<file path="src/rtl/ecc_pkg.sv">
// Shared types and constants for the ECC sequencing controller: FSM states,
// operation and width codes, codeword lengths and masks.
package ecc_pkg;

  typedef enum logic [2:0] {
    S_IDLE,
    S_LATCH,
    S_ENCODE,
    S_NOISE,
    S_CHECK,
    S_CORRECT,
    S_DONE
  } state_t;

  localparam logic [1:0] CTRL_ENC  = 2'd0;
  localparam logic [1:0] CTRL_DEC  = 2'd1;
  localparam logic [1:0] CTRL_FULL = 2'd2;

  localparam logic [1:0] WID_SMALL  = 2'd0;
  localparam logic [1:0] WID_MEDIUM = 2'd1;
  localparam logic [1:0] WID_LARGE  = 2'd2;

  localparam int CW_LEN_SMALL  = 12;
  localparam int CW_LEN_MEDIUM = 21;
  localparam int CW_LEN_LARGE  = 38;

  localparam logic [37:0] MASK_SMALL  = 38'hFFF;
  localparam logic [37:0] MASK_MEDIUM = 38'h1FFFFF;
  localparam logic [37:0] MASK_LARGE  = 38'h3FFFFFFFFF;

  function automatic logic is_legal(input logic [1:0] ctrl, input logic [1:0] width);
    return (ctrl != 2'd3) && (width != 2'd3);
  endfunction

endpackage

</file>
<file path="src/rtl/ecc_cw_mask.sv">
// Width code to codeword mask and length; an illegal code yields an empty
// mask and zero length.
module ecc_cw_mask
  import ecc_pkg::*;
#(
  parameter int CW_WIDTH = 38
) (
  input  logic [1:0]          i_width,
  output logic [CW_WIDTH-1:0] o_mask,
  output logic [5:0]          o_len
);

  always_comb begin
    o_mask = '0;
    o_len  = '0;
    case (i_width)
      WID_SMALL: begin
        o_mask = CW_WIDTH'(MASK_SMALL);
        o_len  = 6'(CW_LEN_SMALL);
      end
      WID_MEDIUM: begin
        o_mask = CW_WIDTH'(MASK_MEDIUM);
        o_len  = 6'(CW_LEN_MEDIUM);
      end
      WID_LARGE: begin
        o_mask = CW_WIDTH'(MASK_LARGE);
        o_len  = 6'(CW_LEN_LARGE);
      end
      default: begin
        o_mask = '0;
        o_len  = '0;
      end
    endcase
  end

endmodule

</file>
<file path="src/rtl/ecc_codec_ctrl.sv">
// ECC sequencing controller: encode / decode / full-channel operations with
// single-bit correction. Optional error statistics under ECC_ERR_STATS_EN.
module ecc_codec_ctrl
  import ecc_pkg::*;
#(
  parameter int DATA_WIDTH = 32,
  parameter int AMBA_WORD  = 32,
  parameter int CW_WIDTH   = 38,
  parameter int STAT_WIDTH = 16
) (
  input  logic                  clk,
  input  logic                  rst,
  input  logic                  start,
  input  logic [1:0]            ctrl,
  input  logic [1:0]            codeword_width,
  input  logic [CW_WIDTH-1:0]   data_in,
  input  logic [CW_WIDTH-1:0]   noise,
  output logic [DATA_WIDTH-1:0] enc_data,
  input  logic [CW_WIDTH-1:0]   enc_cw,
  output logic [CW_WIDTH-1:0]   chk_cw,
  output logic                  chk_small,
  output logic                  chk_medium,
  input  logic [1:0]            chk_nof,
  input  logic [4:0]            chk_pos,
  output logic                  busy,
  output logic                  done,
  output logic                  cfg_err,
  output logic [1:0]            num_of_errors,
`ifdef ECC_ERR_STATS_EN
  input  logic                  stats_clr,
  output logic [STAT_WIDTH-1:0] single_cnt,
  output logic [STAT_WIDTH-1:0] double_cnt,
`endif
  output logic [CW_WIDTH-1:0]   cw_out
);

  if (DATA_WIDTH > AMBA_WORD || CW_WIDTH < DATA_WIDTH + 6 || STAT_WIDTH < 1) begin : g_cfg_check
    $error("ecc_codec_ctrl: inconsistent width parameters");
  end

  state_t                r_state, w_next;
  logic [1:0]            r_ctrl, r_width;
  logic [CW_WIDTH-1:0]   r_noise, r_work, r_cw_out;
  logic [DATA_WIDTH-1:0] r_enc_data;
  logic                  r_chk_small, r_chk_medium, r_cfg_err;
  logic [1:0]            r_nof, r_num;
  logic [4:0]            r_pos;

  logic [CW_WIDTH-1:0]   w_mask_in, w_mask_lat, w_data_m, w_corr;
  logic [5:0]            w_len_in, w_len_lat;
  logic                  w_legal, w_busy, w_done;
  logic [1:0]            w_num;
  logic [CW_WIDTH-1:0]   w_one;

  assign w_one   = {{(CW_WIDTH-1){1'b0}}, 1'b1};
  assign w_legal = is_legal(ctrl, codeword_width);
  assign w_data_m = data_in & w_mask_in;

  // Live width feeds LATCH; latched width feeds NOISE and CORRECT.
  ecc_cw_mask #(.CW_WIDTH(CW_WIDTH)) u_mask_in (
    .i_width (codeword_width),
    .o_mask  (w_mask_in),
    .o_len   (w_len_in)
  );

  ecc_cw_mask #(.CW_WIDTH(CW_WIDTH)) u_mask_lat (
    .i_width (r_width),
    .o_mask  (w_mask_lat),
    .o_len   (w_len_lat)
  );

  always_comb begin
    w_next = r_state;
    w_busy = 1'b1;
    w_done = 1'b0;
    case (r_state)
      S_IDLE: begin
        w_busy = 1'b0;
        if (start) w_next = S_LATCH;
      end
      S_LATCH: begin
        if (!w_legal)               w_next = S_DONE;
        else if (ctrl == CTRL_DEC)  w_next = S_CHECK;
        else                        w_next = S_ENCODE;
      end
      S_ENCODE:  w_next = (r_ctrl == CTRL_FULL) ? S_NOISE : S_DONE;
      S_NOISE:   w_next = S_CHECK;
      S_CHECK:   w_next = S_CORRECT;
      S_CORRECT: w_next = S_DONE;
      S_DONE: begin
        w_done = 1'b1;
        w_next = S_IDLE;
      end
      default: begin
        w_busy = 1'b0;
        w_next = S_IDLE;
      end
    endcase
  end

  // pos 0 names the overall parity bit, kept at the top of the codeword;
  // a position beyond the codeword means the error is not correctable.
  always_comb begin
    w_corr = r_work;
    w_num  = r_nof;
    if (r_nof == 2'd1) begin
      if (r_pos == 5'd0)
        w_corr = r_work ^ (w_one << (w_len_lat - 6'd1));
      else if ({1'b0, r_pos} <= w_len_lat)
        w_corr = r_work ^ (w_one << ({1'b0, r_pos} - 6'd1));
      else
        w_num = 2'd2;
    end
  end

  always_ff @(posedge clk) begin
    if (rst) begin
      r_state      <= S_IDLE;
      r_ctrl       <= '0;
      r_width      <= '0;
      r_noise      <= '0;
      r_work       <= '0;
      r_cw_out     <= '0;
      r_enc_data   <= '0;
      r_chk_small  <= 1'b0;
      r_chk_medium <= 1'b0;
      r_cfg_err    <= 1'b0;
      r_nof        <= '0;
      r_pos        <= '0;
      r_num        <= '0;
    end else begin
      r_state <= w_next;
      case (r_state)
        S_LATCH: begin
          r_ctrl       <= ctrl;
          r_width      <= codeword_width;
          r_noise      <= noise;
          r_num        <= '0;
          r_cfg_err    <= !w_legal;
          r_chk_small  <= (codeword_width == WID_SMALL);
          r_chk_medium <= (codeword_width == WID_MEDIUM);
          if (w_legal) begin
            if (ctrl == CTRL_DEC) r_work     <= w_data_m;
            else                  r_enc_data <= w_data_m[DATA_WIDTH-1:0];
          end
        end
        S_ENCODE: begin
          r_work <= enc_cw & w_mask_lat;
          if (r_ctrl == CTRL_ENC) begin
            r_cw_out <= enc_cw & w_mask_lat;
            r_num    <= '0;
          end
        end
        S_NOISE: r_work <= r_work ^ (r_noise & w_mask_lat);
        S_CHECK: begin
          r_nof <= chk_nof;
          r_pos <= chk_pos;
        end
        S_CORRECT: begin
          r_work   <= w_corr;
          r_cw_out <= w_corr;
          r_num    <= w_num;
        end
        default: ;
      endcase
    end
  end

`ifdef ECC_ERR_STATS_EN
  logic [STAT_WIDTH-1:0] r_single_cnt, r_double_cnt;

  always_ff @(posedge clk) begin
    if (rst || stats_clr) begin
      r_single_cnt <= '0;
      r_double_cnt <= '0;
    end else if (w_done && !r_cfg_err) begin
      if (r_num == 2'd1 && r_single_cnt != '1) r_single_cnt <= r_single_cnt + 1'b1;
      if (r_num == 2'd2 && r_double_cnt != '1) r_double_cnt <= r_double_cnt + 1'b1;
    end
  end

  assign single_cnt = r_single_cnt;
  assign double_cnt = r_double_cnt;
`endif

  assign enc_data      = r_enc_data;
  assign chk_cw        = r_work;
  assign chk_small     = r_chk_small;
  assign chk_medium    = r_chk_medium;
  assign busy          = w_busy;
  assign done          = w_done;
  assign cfg_err       = r_cfg_err;
  assign num_of_errors = r_num;
  assign cw_out        = r_cw_out;

endmodule

</file>
<file path="config.mk">
export PLATFORM = sky130hd
export DESIGN_NAME = ecc_codec_ctrl
export DESIGN_NICKNAME = d
export VERILOG_FILES = /design/src/rtl/ecc_pkg.sv /design/src/rtl/ecc_cw_mask.sv /design/src/rtl/ecc_codec_ctrl.sv
export SDC_FILE = /design/constraint.sdc
export NUM_CORES = 1
export LEC_CHECK = 0
export ABC_AREA = 1
export CORE_ASPECT_RATIO = 1.4
export CORE_UTILIZATION = 50
export CTS_CLUSTER_DIAMETER = 50
export DETAILED_ROUTE_END_ITERATION = 10
export PLACE_DENSITY = 0.81
export SLEW_MARGIN = 10
export SYNTH_ARGS = -nofsm -noshare
export SYNTH_HDL_FRONTEND = slang
export SYNTH_SLANG_ARGS = --single-unit
</file>
<file path="constraint.sdc">
create_clock -name clk -period 3 [get_ports clk]
set_input_delay 0.3 -clock clk [delete_from_list [all_inputs] [get_ports clk]]
set_output_delay 0.3 -clock clk [all_outputs]
set_load 0.02 [all_outputs]
</file>
* Yosys cells after proc, flatten, opt, wreduce, memory -nomap -nowiden
Cells that the tools add are included.
Operators by class: $add $sub $neg 2, $mul 0, divide/modulo/power cells 0, magnitude comparators 1, eq/ne operators 19, shift-type cells 2, muxes and demuxes 23, bitwise logic cells 7, reductions and logical operators 15
Operator list (count):
- $mux W38 | 6
- $pmux W38 S3 | 2
- $pmux W38 S4 | 1
- $and A38 B38 Y38 | 3
- $xor A38 B38 Y38 | 3
- $pmux W38 S2 | 1
- $shl A1 B6 Y38 const A | 2
- $pmux W3 S6 | 1
- $pmux W6 S3 | 1
- $mux W3 | 4
- $ne A2 B2 Y1 const B | 6
- $eq A3 B3 Y1 const B | 3
- $eq A2 B1 Y1 const B | 4
- $mux W2 | 4
- $eq A2 B2 Y1 const B | 3
- $eq A3 B2 Y1 const B | 2
- $le A5 B6 Y1 | 1
- $logic_not A2 Y1 | 3
- $pmux W2 S3 | 1
- $reduce_and A3 Y1 | 2
- $reduce_or A6 Y1 | 1
- $sub A5 B1 Y6 const B | 1
- $sub A6 B1 Y6 const B | 1
- $logic_not A5 Y1 | 1
- other kinds (10) | 12
Storage, ports and cells: bits in registers 165, bits in latches 0, memory bits (writable) 0, memory bits (read-only) 0, output and inout bits 115, logic and storage cells 82, memories 0

* Logic depth before layout (Yosys ltp)
word-level depth 8, depth in mapped cells 18, depth with buffers taken out 16

* Hierarchy
A second synthesis with hierarchy kept.
Unflattened totals: cells, all modules 1658, area, all modules 10541.4 um2
Modules (own cells, without submodules):
- ecc_codec_ctrl | times used 1, cells each 1566, area an instance 9833.2 um2
- ecc_cw_mask | times used 2, cells each 46, area an instance 354.1 um2

* Worst setup path before layout
Ideal clock, no wire load.
path type reg-to-reg, start point register r_width[0], end point register r_work[8] (netlist: chk_cw[8]), setup time 0.131 ns, arrival time 2.354 ns, required time 2.869 ns, setup slack 0.515 ns, stages on the path, launching flop included 18, path buffers 3, cell sequence dfxtp_1 inv_1 ha_1 inv_1 buf_2 clkbuf_1 ha_1 nand2_1 nand2_1 nand2_1 nand2_1 nand3_4 buf_2 nand4_1 nand3_1 nand2_1 nand2_1 a21oi_2
On the way: cells in the longest elaborated chain, start to end 8, elaborated cells between the ends (all ways) 16, classes of those cells add/sub (1); order compare (1); eq/ne (2); shift (1); mux (6); bitwise (4); reduce/logical (1)
RTL lines:
- from (decl) | RTL line ecc_codec_ctrl.sv:42 | logic [1:0] r_ctrl, r_width;
- from (signal assigned) | RTL line ecc_codec_ctrl.sv:136 | r_width <= codeword_width;
- $eq A2 B2 Y1, or another cell as far along | RTL line ecc_cw_mask.sv:16 | case (i_width)
- $pmux W6 S3 | RTL line ecc_cw_mask.sv:16
- $sub A6 B1 Y6 | RTL line ecc_codec_ctrl.sv:108 | w_corr = r_work ^ (w_one << (w_len_lat - 6'd1));
- $shl A1 B6 Y38 | RTL line ecc_codec_ctrl.sv:108
- $xor A38 B38 Y38 | RTL line ecc_codec_ctrl.sv:108
- $mux W38 | RTL line ecc_codec_ctrl.sv:107 | if (r_pos == 5'd0)
- $mux W38 | RTL line ecc_codec_ctrl.sv:106 | if (r_nof == 2'd1) begin
- $pmux W38 S4 * | RTL line ecc_codec_ctrl.sv:133 | case (r_state)
- to (signal assigned) | RTL line ecc_codec_ctrl.sv:143 | if (ctrl == CTRL_DEC) r_work <= w_data_m;
- to (signal assigned) | RTL line ecc_codec_ctrl.sv:148 | r_work <= enc_cw & w_mask_lat;
- to (signal assigned) | RTL line ecc_codec_ctrl.sv:154 | S_NOISE: r_work <= r_work ^ (r_noise & w_mask_lat);
- to (decl) | RTL line ecc_codec_ctrl.sv:43 | logic [CW_WIDTH-1:0] r_noise, r_work, r_cw_out;
Every way passes the cells marked *; elsewhere a longest branch is shown, timed or not. A chain may end at the register's enable or synchronous reset.

* Worst setup path after layout
start point register r_width[0], end point register r_work[22] (netlist: chk_cw[22])
The elaborated chain is that of the path after synthesis.

==> reports/results.tsv <==
stage	metric	value	unit
clock_tree	Worst-path clk slew	0.07	ns
sta	unrepaired setup endpoints after global routing	false	
placed_design	I/O Buffers	242	
sta	relative slew slack	36.3	%
clock_tree	CTS Buf Count	17	
placed_design	dpl hpwl	27.2	mm
global_route	GRT met2 Usage	63.2	%
drt	Routed WL per cell	20.4	um
power_and_ir_drop	Logic pwr share	58.0	%
outcome	status	finished, final reports clean	
logic_synthesis	mapped cell area	9700	um^2
final_layout	Final nets	1779	
power_and_ir_drop	sequential power share	26.7	%
logic_synthesis	Post-synth EDFFs	0	
sta	Worst Max-Slew Pin Slew	0.954	ns
logic_synthesis	XOR/XNOR share of the synthesized area	0.0903	%
worst_setup_path	kind of end point of the critical path	flip-flop	
clock_tree	clk_lat worst skew	0.44	ns
final_layout	share of cells above drive strength 1	7.53	%
logic_synthesis	Ys Warns	0	
sta	Sum Neg Setup Slack	0	ns
drt	wirelength, routed	38.6	mm
worst_setup_path	WP data required	3.33	ns
global_route	first-pass GRT wire length	59.2	mm
logic_synthesis	Synth Net Count	1586	
drt	Pre-antenna DRT Iters	6	
logic_synthesis	Yosys cell types	46	
sta	Fmax	358	MHz
die	# IOs	243	
sta	Final Max Slew Viols	0	
drt	Post-DRT Antenna Nets	0	
die	Core ar.	18800	um^2
global_route	global routing's busiest layer	met2	
die	Initial Util	51.5	%
global_route	Total GRT Usage	38.2	%
drt	via count	11500	
worst_setup_path	crit-path max FO	28	
drt	DRC	0	
clock_tree	hold_buf cts	0	
die	Rows	59	
sta	Final Hold Viols	0	
power_and_ir_drop	P_int	7.04	mW
logic_synthesis	Synth async-reset ratio	0	%
worst_setup_path	startpoint types	flip-flop	
logic_synthesis	most frequent cell after synthesis	nand2_1	
sta	final setup violation count	0	
logic_synthesis	Simple-Gate Fraction of Synth Area	25.6	%
min_path	Hold Path Class	input pin to flip-flop	
clock_tree	Max Buffers Root-to-Sink	2	
die	Die Y	167	um
sta	Worst Skew	0.0149	ns
power_and_ir_drop	switch share	50.8	%
sta	Final Cycle Share	93.1	%
logic_synthesis	cell count after synthesis	1440	
clock_tree	CTS root buf	clkbuf_16	
clock_tree	# resized after CTS	0	
clock_tree	clk sinks	165	
power_and_ir_drop	Leak Pwr	4.77	nW
die	die area	20000	um^2
worst_setup_path	Crit Path Category	flip-flop to flip-flop	
logic_synthesis	top post-synthesis cells by area	dfxtp_1 34%, a21oi_1 11%, nand2_1 9.3%	
logic_synthesis	syn avg cell area	6.74	um^2
power_and_ir_drop	Clk pwr share	15.3	%
power_and_ir_drop	pwr dens	1120	nW/um^2
sta	Final Critical Period	2.79	ns
global_route	GRT overflow	0	
drt	Starting DRT DRC Count	959	
clock_tree	H-tree depth	4	
die	die width	120	um
clock_tree	CTS tree	built	
global_route	largest net degree at the start of global routing	83	
logic_synthesis	post-synthesis mux area share	0	%
logic_synthesis	largest family of logic cells by synthesized area	compound AO/OA/AOI/OAI gates	
logic_synthesis	Main synth FF type	dfxtp_1	
global_route	antenna violations before repair	0	
logic_synthesis	most frequent cells after synthesis	240 x nand2_1, 220 x a21oi_1, 165 x dfxtp_1	
placed_design	gpl congestion	1.01	
final_layout	area grow syn2layout	32.1	%
global_route	vias in the first global route	11000	
final_layout	Antenna diodes	0	
logic_synthesis	largest area contributor in the netlist	dfxtp_1	
drt	Avg Vias per Cell	6.07	
logic_synthesis	area share of the leading cell type in the synthesized netlist	34.0	%
logic_synthesis	register bit total from synthesis	165	
logic_synthesis	share of the yosys chip area belonging to registers	34.0	%
clock_tree	Post-CTS Repair Setup Buffers	0	
power_and_ir_drop	Peak VDD IR	0.000788	V
final_layout	Non-Filler Instances	1890	
worst_setup_path	crit path DAT	3.12	ns
logic_synthesis	compound-gate portion of the synthesized area	26.7	%
global_route	M3 GR Usage	6.44	%
global_route	GRT met1 Usage	45.5	%
run	Max Cap Viol	0	
logic_synthesis	Adder-Cell Fraction of Synth Area	2.32	%
power_and_ir_drop	Psw	7.28	mW
placed_design	Inst Count DP	1858	
-- metal layers --
metal	part of all wire, %	vias to the layer above	wire length [um]
li1	-	5368	-
met3	8.0	140	3090
met1	38	5324	14600
met2	48	648	18500
met4	6.1	0	2370
met5	0	-	0
-- cell usage in the layout (no fill, tap or decap), types with 2 or more instances in the layout --
master	count
a21oi_1	220
a21oi_2	4
a311oi_1	23
a31oi_1	53
buf_12	6
buf_4	31
clkbuf_16	17
clkdlybuf4s50_1	241
clkinv_1	3
clkinv_4	3
clkinv_8	3
dfxtp_1	165
ha_1	17
inv_1	122
inv_2	15
inv_6	2
inv_8	5
nand2_1	239
nand2_2	8
nand3_1	143
nand3_2	4
nand3_4	2
nand4_1	13
nor2_1	53
nor2_2	7
nor2_4	2
nor2_8	3
nor3_1	61
nor3_4	2
o211ai_1	5
o21ai_0	149
o21ai_1	5
o21ai_2	5
o31ai_1	2
-- area by class of cell --
class                      count  area [um^2]
clock buffer                  18          429
clock inverter                14          156
fill                        1697         6010
multi-input combinational   1030         5330
inverter                     140          526
tap                          244          305
timing repair buffer         279         2770
sequential                   165         3300
-- power by group through the flow --
stage | clock network [mW] | logic [mW] | registers (mW)
after floorplan | 0 | 4.69 | 4.27
after global placement | 0 | 8.06 | 3.81
after detailed placement | 0 | 8.12 | 3.82
after CTS | 2.20 | 8.17 | 3.79
after global routing | 2.29 | 8.91 | 3.90
final | 2.19 | 8.31 | 3.82
-- worst paths after layout --
kind              startpoint           to  slack (ns)  cells past startpoint
hold reg to reg   r_noise[7]   r_noise[7]        0.47                      2
hold / removal           rst  r_noise[27]        0.37                      5
setup / recovery  r_width[0]   chk_cw[22]        0.21                     14
setup reg to reg  r_width[0]   chk_cw[22]        0.21                     14
-- sequential cells by signal, indices dropped and copies added, names as in the netlist, 2 cells and up --
register,count
chk_cw,38
cw_out,38
enc_data,32
num_of_errors,2
r_ctrl,2
r_nof,2
r_noise,38
r_pos,5
r_state,3
r_width,2
-- per-stage QoR --
stage / utilization, % / area (um^2) / power [mW] / worst slack (ns) / hold slack (ns)
CTS: 68.1 / 12800 / 14.2 / 0.263 / 0.396
floorplan: - / 9700 / 8.95 / 0.515 / 0.439
global route: 68.1 / 12800 / 15.1 / 0.0168 / 0.413
finish: 68.1 / 12800 / 14.3 / 0.207 / 0.375
detailed placement: 65.0 / 12200 / 11.9 / 0.284 / 0.458
global placement: 65.0 / 12200 / 11.9 / 0.327 / 0.448
-- critical path, stage by stage, from the launching register on --
cell and delay (ns):
dfxtp_1 0.37, inv_1 0.15, ha_2 0.30, buf_4 0.35, nand2_1 0.18, inv_1 0.21, nand3_1 0.15, o21ai_0 0.26
nand2_1 0.08, nor2_1 0.21, nand3_1 0.11, nand3_1 0.12, nand3_1 0.08, nand2_1 0.07, inv_1 0.04
-- cells by family after synthesis --
group                    Yosys count
AO/OA/AOI/OAI                    472
XOR/XNOR                           1
adder cells (fa/ha/maj)           18
buffers and inverters            245
flip-flops                       165
AND/OR/NAND/NOR                  539
Power figures use the tool's default switching activity.
